--- config.mk ---
export PLATFORM = sky130hd
export DESIGN_NAME = binary_to_trit_serializer
export DESIGN_NICKNAME = d
export VERILOG_FILES = /design/src/rtl/binary_to_trit_serializer.sv
export SDC_FILE = /design/constraint.sdc
export NUM_CORES = 1
export LEC_CHECK = 0
export CORE_UTILIZATION = 50
export CTS_BUF_LIST = sky130_fd_sc_hd__clkbuf_4 sky130_fd_sc_hd__clkbuf_8
export DETAILED_ROUTE_END_ITERATION = 10
export GPL_TIMING_DRIVEN = 1
export PLACE_DENSITY = 0.74
export SLEW_MARGIN = 20
export SYNTH_ARGS = -nofsm -noshare
export SYNTH_HDL_FRONTEND = slang
export SYNTH_SLANG_ARGS = --single-unit
--- constraint.sdc ---
create_clock -name clk -period 3.4 [get_ports clk]
set_input_delay 0.51 -clock clk [delete_from_list [all_inputs] [get_ports clk]]
set_output_delay 0.51 -clock clk [all_outputs]
set_load 0.02 [all_outputs]
--- src/rtl/binary_to_trit_serializer.sv ---
`default_nettype none
// ============================================================================
// Module      : binary_to_trit_serializer
// Description : Converts an unsigned binary word into N_TRITS ternary digits
//               and streams them out LSB-first, one per handshake.
// Revision    : 1.0 - initial release
// ============================================================================
module binary_to_trit_serializer #(
   parameter int BIN_W   = 8,
   parameter int N_TRITS = 6
) (
   input  logic             clk,
   input  logic             rst,
   input  logic             in_valid,
   output logic             in_ready,
   input  logic [BIN_W-1:0] in_data,
   output logic             trit_valid,
   input  logic             trit_ready,
   output logic [1:0]       trit,
   output logic             trit_last,
   output logic             busy
);

   function automatic longint unsigned f_pow3(input int n);
      longint unsigned p;
      p = 1;
      for (int i = 0; i < n; i++) p = p * 3;
      return p;
   endfunction

   localparam longint unsigned c_pow3   = f_pow3(N_TRITS);
   localparam longint unsigned c_max_in = (64'd1 << BIN_W) - 64'd1;
   localparam int              c_cnt_w  = (N_TRITS > 1) ? $clog2(N_TRITS) : 1;
   localparam logic [c_cnt_w-1:0] c_last = c_cnt_w'(N_TRITS - 1);
   localparam int              c_st_w   = 1;

   generate
      if (c_pow3 <= c_max_in) begin : g_range_err
         $error("N_TRITS too small: 3**N_TRITS must exceed 2**BIN_W-1");
      end
      if (BIN_W < 2) begin : g_width_err
         $error("BIN_W must be at least 2");
      end
   endgenerate

   typedef enum logic [c_st_w-1:0] {
      S_IDLE = 1'b0,
      S_EMIT = 1'b1
   } state_t;

   state_t             r_state;
   logic [BIN_W-1:0]   r_value;
   logic [c_cnt_w-1:0] r_cnt;
   logic               r_trit_valid;
   logic               r_busy;
   logic               w_last;

   // Since the input is below 3**N_TRITS, the residual value reaches zero on
   // the final trit, so trit decodes to 00 whenever the block is idle.
   assign w_last     = (r_state == S_EMIT) && (r_cnt == c_last);
   assign in_ready   = (r_state == S_IDLE);
   assign trit       = 2'(r_value % BIN_W'(3));
   assign trit_last  = w_last;
   assign trit_valid = r_trit_valid;
   assign busy       = r_busy;

   always_ff @(posedge clk) begin
      if (rst) begin
         r_state      <= S_IDLE;
         r_value      <= '0;
         r_cnt        <= '0;
         r_trit_valid <= 1'b0;
         r_busy       <= 1'b0;
      end else begin
         case (r_state)
            S_IDLE: begin
               if (in_valid) begin
                  r_value      <= in_data;
                  r_cnt        <= '0;
                  r_state      <= S_EMIT;
                  r_trit_valid <= 1'b1;
                  r_busy       <= 1'b1;
               end
            end
            S_EMIT: begin
               if (trit_ready) begin
                  r_value <= r_value / BIN_W'(3);
                  if (w_last) begin
                     r_cnt        <= '0;
                     r_state      <= S_IDLE;
                     r_trit_valid <= 1'b0;
                     r_busy       <= 1'b0;
                  end else begin
                     r_cnt <= r_cnt + c_cnt_w'(1);
                  end
               end
            end
            default: begin
               r_state      <= S_IDLE;
               r_trit_valid <= 1'b0;
               r_busy       <= 1'b0;
            end
         endcase
      end
   end

endmodule
`default_nettype wire

Yosys cells after proc, flatten, opt, wreduce, memory -nomap -nowiden
Cells that the tools add are included.
{"block": "totals", "rom_bits": 0, "regBits": 13, "output_inout_bits": 6, "latch_bits": 0, "ram_bits": 0, "wordCells": 30, "n_memories": 0}
{"block": "op_classes", "magnitude_cmp": 0, "reduce_logical": 3, "n_bitwise": 1, "multipliers": 0, "muxes": 15, "eq_ne": 4, "addsub": 1, "div": 2, "shifts": 0}
{"operator": "2-to-1 mux 8 bit", "count": 2}
{"operator": "case mux 8 bit (2 select lines)", "count": 1}
{"operator": "2-to-1 mux 3 bit", "count": 3}
{"operator": "divider 8 x 2 -> 8 bit, second input constant", "count": 1}
{"operator": "modulo 8 x 2 -> 8 bit, second input constant", "count": 1}
{"operator": "2-to-1 mux 1 bit", "count": 6}
{"operator": "!= test 2 bit, second input constant", "count": 3}
{"operator": "case mux 3 bit (2 select lines)", "count": 1}
{"operator": "case mux 1 bit (2 select lines)", "count": 2}
{"operator": "adder 3 x 1 -> 3 bit, second input constant", "count": 1}
{"operator": "== test 3 bit, second input constant", "count": 1}
{"operator": "AND reduction 3 bit", "count": 1}
{"operator": "AND reduction 2 bit", "count": 1}
{"operator": "logical AND 1 bit", "count": 1}
{"operator": "inverter 1 bit", "count": 1}

Depth between registers and ports, before layout
{"block": "depth", "ltp_word": 5, "ltp_mapped": 12, "mapped_depth_nobuf": 10}

Least setup slack after synthesis
No wires, ideal clock.
{"block": "synth_path", "path_kind": "flip-flop to output port", "from": "register r_value[5]", "to": "output port trit[0]", "n_path_buf": 2, "stages_incl_launch_ff": 13, "arrival_ns": 2.416, "t_required_ns": 2.890, "setup_slack_ns": 0.474, "path_cell_list": "dfxtp_1 > buf_6 > buf_8 > nand4b_2 > o22ai_1 > o22ai_2 > nand3_2 > ha_1 > or3_1 > mux2i_1 > ha_1 > a31o_2 > xor2_1"}
{"block": "synth_between", "elab_chain_cells": 1}
{"element": "start, declared", "line_no": "52", "text": "logic [BIN_W-1:0] r_value;"}
{"element": "start signal, assigned", "line_no": "78", "text": "r_value <= in_data;"}
{"element": "start signal, assigned", "line_no": "87", "text": "r_value <= r_value / BIN_W'(3);"}
{"element": "modulo 8 x 2 -> 8 bit", "line_no": "62", "text": "assign trit = 2'(r_value % BIN_W'(3));"}
{"element": "end, declared", "line_no": "19", "text": "output logic [1:0] trit,"}
Every way passes these cells.

Worst setup path in the final report
{"block": "layout_path", "from": "register r_value[6]", "to": "output port trit[1]"}
The elaborated chain is that of the path after synthesis.

==> reports/qor.txt <==
CP Data Required Time - 2.89 ns
ANT cells - 0
Num CTS Buffers - 3
Grt met2 use - 0.494
Worst-path maximum fanout - 8
Worst-path cell chain - buf_4, nand4bb_1, a21oi_1, o22ai_2, nand3_2, ha_4, or3_4, mux2i_4, ha_2, a31o_4, mux2_4, buf_6
Final Hold Vio Count - 0
Crit. End Element - output port
Hpwl dp - 2.49 mm
Clk_lat worst skew - 0.29 ns
CP Buf/Inv Count - 2
Seq cells post-synth - 13
Number of H-tree levels - 1
Period utilization - 0.990
Chip height - 51.7 um
Slew Limit Fails - 0
DRT Pass-1 Iters - 6
Nets - 228
Number of synthesized flops with an enable pin - 0
Final ANT Viol Nets - 0
Ys flop type - dfxtp_1
Largest net degree at the start of global routing - 15
First-pass GRT wire length - 5.58 mm
Max VDD drop - 0.396 mV
Post-Place Cell Area - 1570 um^2
Overflow after GRT - 0
Worst-Margin Slew - 0.525 ns
Fin area - 1800 um^2
TritonCTS clock tree - yes
Routed WL - 3.92 mm
Grt met3 use - 0.0614
Final Wtd Congestion - 0.822
Crit start category - register
Synth async-reset ratio - 0
CP max stage delay - 0.40 ns
Pwr/cell area - 360 nW/um^2
I/O Pins - 18
Power, Total - 649 uW
Initial antenna violation count - 0
Clk sink count - 13
Cell row count - 17
Clock transition at path regs - 0.08 ns
Maximum buffer depth of the clock tree - 2
Crit Path Category - reg -> out
Aggregate global-route resource usage - 0.283
Crit-path leading delay family - simple AND/OR/NAND/NOR gates
Status - finished, final reports clean
DRC - 0
Sequential share of the synthesized area - 0.211
Crit-path slowest cell - dfxtp_4
FILL cells - 137
First DRT Iteration DRCs - 79
Vias in the first global route - 1251
Minimum clock period - 3.37 ns
Most frequent cells in the layout - 39 x buf_4, 20 x nor2_1, 15 x a21oi_1, 15 x clkdlybuf4s50_1, 13 x nand2_1
Die width - 51.7 um
Net Count, Synth - 178
Via Count - 1488
P&R area growth vs syn - 45.8%
Data arrival, critical path - 2.86 ns
Pleak - 0.764 nW
Fin util - 0.791
Synth unique cells - 51
Final Skew - 0.00247 ns
Fmax - 0.297 GHz
Synth warnings - 0
Starting Density - 0.543
Grt met1 use - 0.342
Cell Area, Synth - 1230 um^2
Max transition margin - 0.649
Most used routing layer - met2
Vias per std cell - 6.23
Layout cells sized above 1 - 0.370
Drt wl/cell - 16.4 um
Port bufs - 17
Synthesized instance count - 162
Worst hold path type - reg -> reg
CTS root buf - clkbuf_4
Most common cell after layout, fill and taps aside - buf_4
Mapped Avg Cell Area - 7.62 um^2
Setup violations, final - 0
Die ar. - 2670 um^2
Core Area - 2280 um^2
Max cap viols - 0
==> registers in the layout, summed over array words and instances, names as in the netlist <==
| name | cells |
|---|---|
| r_cnt | 3 |
| busy | 1 |
| r_state | 1 |
| r_value | 8 |
==> metal layers <==
metal | routed length, um | up-vias
met3 | 267 | 23
met1 | 1560 | 695
li1 | - | 691
met4 | 149 | 0
met2 | 1950 | 79
met5 | 0 | -
==> final cells by class <==
| cell class | instances | area, um^2 | share of cell area |
|---|---|---|---|
| clock buffer | 4 | 30.0 | 0.0167 |
| inverter | 4 | 15.0 | 0.00834 |
| multi-input combinational | 130 | 931 | 0.517 |
| sequential | 13 | 277 | 0.154 |
| tap | 28 | 35.0 | 0.0195 |
| timing repair buffer | 60 | 513 | 0.285 |
==> power by group <==
part	internal, mW	switching (mW)	leakage, nW
sequential	0.163	0.0185	0.110
clock	0.0537	0.0555	0.0184
combinational	0.196	0.163	0.636
total	0.412	0.237	0.764
==> metrics by stage <==
| step | std cells | setup TNS (ns) | hold WS (ns) | setup slack (ns) |
|---|---|---|---|---|
| 2_1_floorplan | 162 | 0 | 0.504 | 0.474 |
| 3_3_place_gp | 222 | -0.177 | 0.480 | -0.121 |
| 3_5_place_dp | 222 | -0.349 | 0.483 | -0.210 |
| 4_1_cts | 232 | 0 | 0.500 | 0.00238 |
| 5_1_grt | 239 | -0.0561 | 0.572 | -0.0561 |
| 6_report | 239 | 0 | 0.499 | 0.0339 |
==> path summary, 6_finish.rpt <==
kind / endpoint / slack [ns] / cells after the start / startpoint
max: trit[1] / 0.03 / 12 / r_value[6]
min: busy / 0.50 / 2 / busy
max reg2reg: r_value[0] / 0.83 / 12 / r_value[6]
min reg2reg: busy / 0.50 / 2 / busy
==> kinds of logic after synthesis <==
kind of cell | synth area share
compound gates | 0.291
xor+xnor | 0.0405
fa+ha+maj | 0.0405
buf+inv | 0.101
flops | 0.211
mux | 0.0284
simple gates | 0.288
==> repair_timing <==
item	4_1_cts	5_1_grt
pin swaps	4	12
setup endpoints to repair	2	2
resized for setup	22	17
hold buffers	0	0
setup buffers	6	8
hold endpoints to repair	0	0
==> worst reg2reg max path, stage by stage (launching register included) <==
cell       delay, ns
dfxtp_4         0.40
buf_4           0.13
nand4bb_1       0.17
a21oi_1         0.11
o22ai_2         0.19
nand3_2         0.15
ha_4            0.19
buf_6           0.11
or3_1           0.38
a31o_4          0.25
buf_4           0.13
buf_4           0.12
o2bb2ai_1       0.12
==> cells in the mapped netlist, drive strengths merged, types with 2 or more instances <==
cell,count,share of area
a221oi,2,0.014
nor2,21,0.064
ha,4,0.041
nand4bb,2,0.018
clkbuf,6,0.018
xor2,3,0.033
a21oi,15,0.061
nand3b,3,0.018
o22ai,7,0.041
a22oi,4,0.024
a31oi,2,0.010
or3,2,0.010
nor2b,2,0.010
nand4b,2,0.019
buf,9,0.071
nand3,2,0.016
nand2,13,0.040
mux2i,2,0.016
nand2b,2,0.010
o21ai,11,0.048
or2b,2,0.014
inv,4,0.012
dfxtp,13,0.21
nor3,8,0.032
or3b,2,0.014
o211ai,5,0.034
Power figures use the tool's default switching activity.
==> patch 1: new RTL, config.mk and constraints unchanged <==
`BIN_W`: 8 -> 9.
--- a/src/rtl/binary_to_trit_serializer.sv
+++ b/src/rtl/binary_to_trit_serializer.sv
@@ -6,7 +6,7 @@
 // Revision    : 1.0 - initial release
 // ============================================================================
 module binary_to_trit_serializer #(
-   parameter int BIN_W   = 8,
+   parameter int BIN_W   = 9,
    parameter int N_TRITS = 6
 ) (
    input  logic             clk,
Interface: changed (resized in_data); port bits go from 18 to 19. The function was not compared with the original's and may differ.
==> patch 1 against the unedited design <==
- routed wire length up 150%
- the run now ends with setup timing left
- register-to-register slack lost 1.4 ns
- power increased by 100%
- first-iteration DRC count grew to 5.3 times the old value
- area after synthesis rose by 73%
- core utilization is 6.2 points higher
- sequential cell count increased by 1
- worst setup slack got worse by 1.4 ns
- global-route usage grew 9.6 points
- design area up 92%
==> patch 1: results (changes against the unedited design) <==
- Outcome: complete, but fails checks (was finished clean)
- Violated checks: setup timing
- IO buf count: 18 (was 17)
- Leak: 1.43 nW (was 0.764 nW)
- Share of synthesized area occupied by flip-flops and latches: 13.1% (was 21.1%)
- Clock-pin slew on the worst setup and hold paths: 0.05 ns (was 0.08 ns)
- Capture point of the worst path: trit[1] (unchanged)
- Largest registers: r_value (9), r_cnt (3) (was r_value (8), r_cnt (3))
- Worst Setup Start Kind: flip-flop (unchanged)
- Count of different cell masters after synthesis: 74 (was 51)
- Number of warnings printed during yosys synthesis: 0 (unchanged)
- Largest fanout on the critical path: 7 (was 8)
- Launching point of the worst reg2reg path: r_value[7] (was r_value[6])
- Top cells by area in the synthesized netlist: dfxtp_1 (13%), nor2_1 (5.8%), nand2_1 (4.7%) (was dfxtp_1 (21%), nor2_1 (6.4%), a21oi_1 (6.1%))
- Parity-gate share of the synthesized area counting xor and xnor cells: 3.27% (was 4.05%)
- Via count of the first global-routing pass: 2,693 (was 1,251)
- Clock latency on the worst-skew pair: 0.24 ns (was 0.29 ns)
- Tightest Hold Check Type: flip-flop to flip-flop (unchanged)
- Complex-gate fraction of the synthesized area: 38.7% (was 29.1%)
- Total detailed-routing wirelength: 9720 um (was 3920 um)
- Proportion of synthesized area in mux cells: 3.56% (was 2.84%)
- First drt pass iteration count: 5 (was 6)
- GRT Resource Usage Total: 37.8% (was 28.3%)
- Most common cell in the synthesized netlist: nor2_1 (unchanged)
- Transition time at the pin with the least slew margin: 0.543 ns (was 0.525 ns)
- DR iter-0 viols: 416 (was 79)
- Antenna cells: 0 (unchanged)
- Reg2reg setup slack: -0.58 ns (was 0.83 ns)
- CTS Buf Count: 3 (unchanged)
- Arrival @ worst endpoint: 4.22 ns (was 2.86 ns)
- Max Root-Sink Buffers: 2 (unchanged)
- Layout net count: 429 (was 228)
- Leading post-synthesis cells by instance count: nor2_1 (33), nand2_1 (27), a21oi_1 (18) (was nor2_1 (21), a21oi_1 (15), dfxtp_1 (13), nand2_1 (13), o21ai_0 (9))
- Proportion of layout cells with a drive suffix above 1: 43.3% (was 37.0%)
- Worst Setup Slack, final: -1.33 ns (was 0.0339 ns)
- Count of endpoints failing setup in the final report: 3 (was 0)
- Detail-routed via count per cell: 6.94 (was 6.23)
- Post-detail-place hpwl: 5860 um (was 2490 um)
- Max Clock Skew: 0.00145 ns (was 0.00247 ns)
- Final weighted congestion of routability-driven global placement: 1.01 (was 0.822)
- Worst setup slack before clock tree synthesis: -1.51 ns (was -0.210 ns)
- Largest net degree at the start of global routing: 20 (was 15)
- Fill cell count: 211 (was 137)
- First-pass GRT wire length: 12,900 um (was 5580 um)
- Antenna violations before repair: 0 (unchanged)
- Fraction of the mapped netlist area in adder cells: 2.92% (was 4.05%)
- Worst VDD drop: 0.323 mV (was 0.396 mV)
- Total Die Area: 4550 um2 (was 2670 um2)
- Syn_nets: 315 (was 178)
- Number of cells traversed by the worst register-to-register path: 17 (was 12)
- Async set or reset register ratio after synthesis: 0% (unchanged)
- Max H-tree Level: 1 (unchanged)
- Buffer cell driving the clock tree root: clkbuf_8 (was clkbuf_4)
patch 1: cell families after synthesis:
logic type / Yosys count
AND/OR/NAND/NOR: 125
multiplexers: 7
buffers and inverters: 35
AO/OA/AOI/OAI: 103
XOR/XNOR: 8
flip-flops: 14
adder cells (fa/ha/maj): 5
patch 1: power breakdown:
group	internal, mW	leakage (nW)	switching [mW]
Combinational	0.502	1.29	0.498
Clock	0.0783	0.0216	0.0546
Sequential	0.179	0.118	0.0162
patch 1: layer usage:
layer	global-route usage (%)	up-vias	share of wire [%]
met5	0	-	0
met1	49.3	1449	37
li1	-	1371	-
met2	63.6	291	47
met4	13.3	0	5.4
met3	4.39	74	11
patch 1: worst min path at each step:
stage	depth (start not counted)	slack [ns]	startpoint	to
final	2	0.47	busy	busy
after global routing	2	0.50	busy	busy
after CTS	2	0.48	busy	busy
after detailed placement	2	0.46	busy	busy
after global placement	2	0.46	busy	busy
after floorplan	2	0.48	r_cnt[2]	r_cnt[2]
patch 1: critical path: stages (launching register included):
cell and delay (ns):
dfxtp_2 0.35, ha_4 0.21, or3_4 0.36, o22ai_2 0.18, a41oi_2 0.08, or3_4 0.39, buf_4 0.15, and2_4 0.14
nor4b_4 0.35, o221ai_2 0.23, xor2_2 0.21, ha_2 0.21, a41oi_2 0.19, o221ai_2 0.13, a311oi_2 0.30, mux2_4 0.34
buf_6 0.13
patch 1: timing repair:
action | CTS | global route
endpoints found under the setup margin | 3 | 3
pin swaps | 15 | 13
gates resized for setup | 34 | 18
buffers inserted | 14 | 7
patch 1: through the flow:
| step | total power [mW] | instances | setup TNS (ns) | area, um2 |
|---|---|---|---|---|
| 6_report | 1.33 | 459 | -3.21 | 3460 |
| 3_5_place_dp | 1.00 | 436 | -3.47 | 3080 |
| 3_3_place_gp | 0.994 | 436 | -3.16 | 3080 |
| 5_1_grt | 1.38 | 459 | -3.38 | 3460 |
| 4_1_cts | 1.21 | 452 | -2.28 | 3320 |
| 2_1_floorplan | 0.673 | 297 | -2.35 | 2260 |
patch 1: area by class of cell:
cell class | count | share of cell area [%]
clock buffers | 3 | 1.19
inverters | 8 | 0.867
multi-input cells | 248 | 56.2
flip-flops and latches | 14 | 8.38
well taps | 50 | 1.81
repair buffers | 136 | 31.6
==> patch 2: new RTL, same flow settings <==
Made on the original files. Reset style: asynchronous (`rst`), changed in one clocked block.
--- a/src/rtl/binary_to_trit_serializer.sv
+++ b/src/rtl/binary_to_trit_serializer.sv
@@ -64,7 +64,7 @@
    assign trit_valid = r_trit_valid;
    assign busy       = r_busy;
 
-   always_ff @(posedge clk) begin
+   always_ff @(posedge clk or posedge rst) begin
       if (rst) begin
          r_state      <= S_IDLE;
          r_value      <= '0;
Behaviour: differs if rst is asserted again (counterexample within 4 cycles, from zero or initial values and one cycle with rst high); with rst held inactive, the same outputs for 4 cycles.
==> patch 2 against the unedited design <==
- design area up 6.6%
- maximum frequency shrank 9.4%
- area after synthesis up 6.4%
- register-to-register slack got worse by 0.48 ns
- cell count rose by 1.3%
- worst setup slack worse by 0.35 ns
- largest cell class unchanged
- the flow now finishes with violations (setup timing)
- routed wire length is 0.82% lower
- non-clock buffer count is 4 higher
- sequential cell count did not move
Power is left out: it rests on default switching activity, and per cell area and clock period it moved more than threefold.
==> patch 2: results (changes against the unedited design) <==
- GRT Resource Usage Total: 30.9% (was 28.3%)
- Violated checks: setup timing
- Seq area share: 17.3% (was 15.4%)
- Arrival @ worst endpoint: 3.21 ns (was 2.86 ns)
- Clk cell area share: 1.56% (was 1.67%)
- Wire length on met1: 1600 um (was 1560 um)
- Async set or reset register ratio after synthesis: 100% (was 0%)
- Outcome: complete, but fails checks (was finished clean)
- DR iter-0 viols: 35 (was 79)
- Non-clock buffer total of the final layout: 64 (was 60)
- Total number of multi-input combinational cells: 120 (was 130)
- Average cell area after synthesis: 8.42 um2 (was 7.62 um2)
- Fraction of met1 tracks used by global routing: 35.4% (was 34.2%)
- Post-Layout Cell Count: 242 (was 239)
- Worst Setup Slack, final: -0.315 ns (was 0.0339 ns)
- Most used flip-flop cell after synthesis: dfrtp_1 (was dfxtp_1)
- Fill cell count: 172 (was 137)
- Share of final layout cell area taken by non-clock buffers: 27.4% (was 28.5%)
- Met2 wire length: 1990 um (was 1950 um)
- Leading post-synthesis cells by instance count: nand2_1 (15), dfrtp_1 (13), inv_1 (11), o21ai_0 (11), nor2_1 (10) (was nor2_1 (21), a21oi_1 (15), dfxtp_1 (13), nand2_1 (13), o21ai_0 (9))
- Complex-gate fraction of the synthesized area: 30.7% (was 29.1%)
- Count of endpoints failing setup in the final report: 2 (was 0)
- Fraction of the mapped netlist area in adder cells: 3.81% (was 4.05%)
- Fraction of met2 tracks used by global routing: 52.3% (was 49.4%)
- Total detailed-routing wirelength: 3890 um (was 3920 um)
- Via count of the first global-routing pass: 1,403 (was 1,251)
- Postcts setup bufs: 4 (was 6)
- Number of cells in the design after placement: 232 (was 222)
- Multi-input gate share of total cell area: 49.5% (was 51.7%)
## patch 2: changes by cell type in the layout (fill, tap and decap cells not counted), moves of 4 or more
| cell | before | now |
|---|---|---|
| dfxtp_4 | 4 | 0 |
| dfxtp_1 | 8 | 0 |
| a21oi_1 | 15 | 8 |
| nor2_1 | 20 | 9 |
| buf_4 | 39 | 47 |
| nor3_1 | 8 | 0 |
| nand3_1 | 0 | 5 |
| dfrtp_2 | 0 | 5 |
| inv_1 | 3 | 10 |
| dfrtp_1 | 0 | 8 |
## patch 2: critical path: cells and delay by family (launching register included)
kind	cells	cell delay [ns]
and+or+nand+nor	5	0.70
adders and majority gates	2	0.39
AOI/OAI and AO/OA	4	0.71
buffers and inverters	3	0.34
muxes	1	0.32
DFF	1	0.45
## patch 2: worst paths after layout
kind	to	cells past startpoint	from	slack, ns
worst max-delay path	trit[1]	15	r_value[4]	-0.32
worst min-delay path	r_value[0]	2	rst	0.55
worst max register to register	r_value[0]	17	r_value[4]	0.35
worst min register to register	r_cnt[0]	1	r_cnt[0]	0.55
max in group asynchronous	r_value[5]	2	rst	2.47
min in group clk	r_cnt[0]	1	r_cnt[0]	0.55
## patch 2: logic make-up (layout without fill, tap and decap cells)
group | after synthesis | after routing
simple gates | 55 | 55
compound gates | 53 | 53
buf+inv | 23 | 79
flops | 13 | 13
mux | 5 | 5
fa+ha+maj | 4 | 4
xor+xnor | 3 | 3
## patch 2: per-stage QoR
step                setup TNS [ns]  utilization [%]  cell area [um2]
floorplan                        0                -             1310
detailed placement          -0.602             70.1             1740
finish                      -0.473             77.5             1920
CTS                         -0.129             74.6             1850
global placement            -0.228             70.1             1740
global route                -0.660             77.5             1920
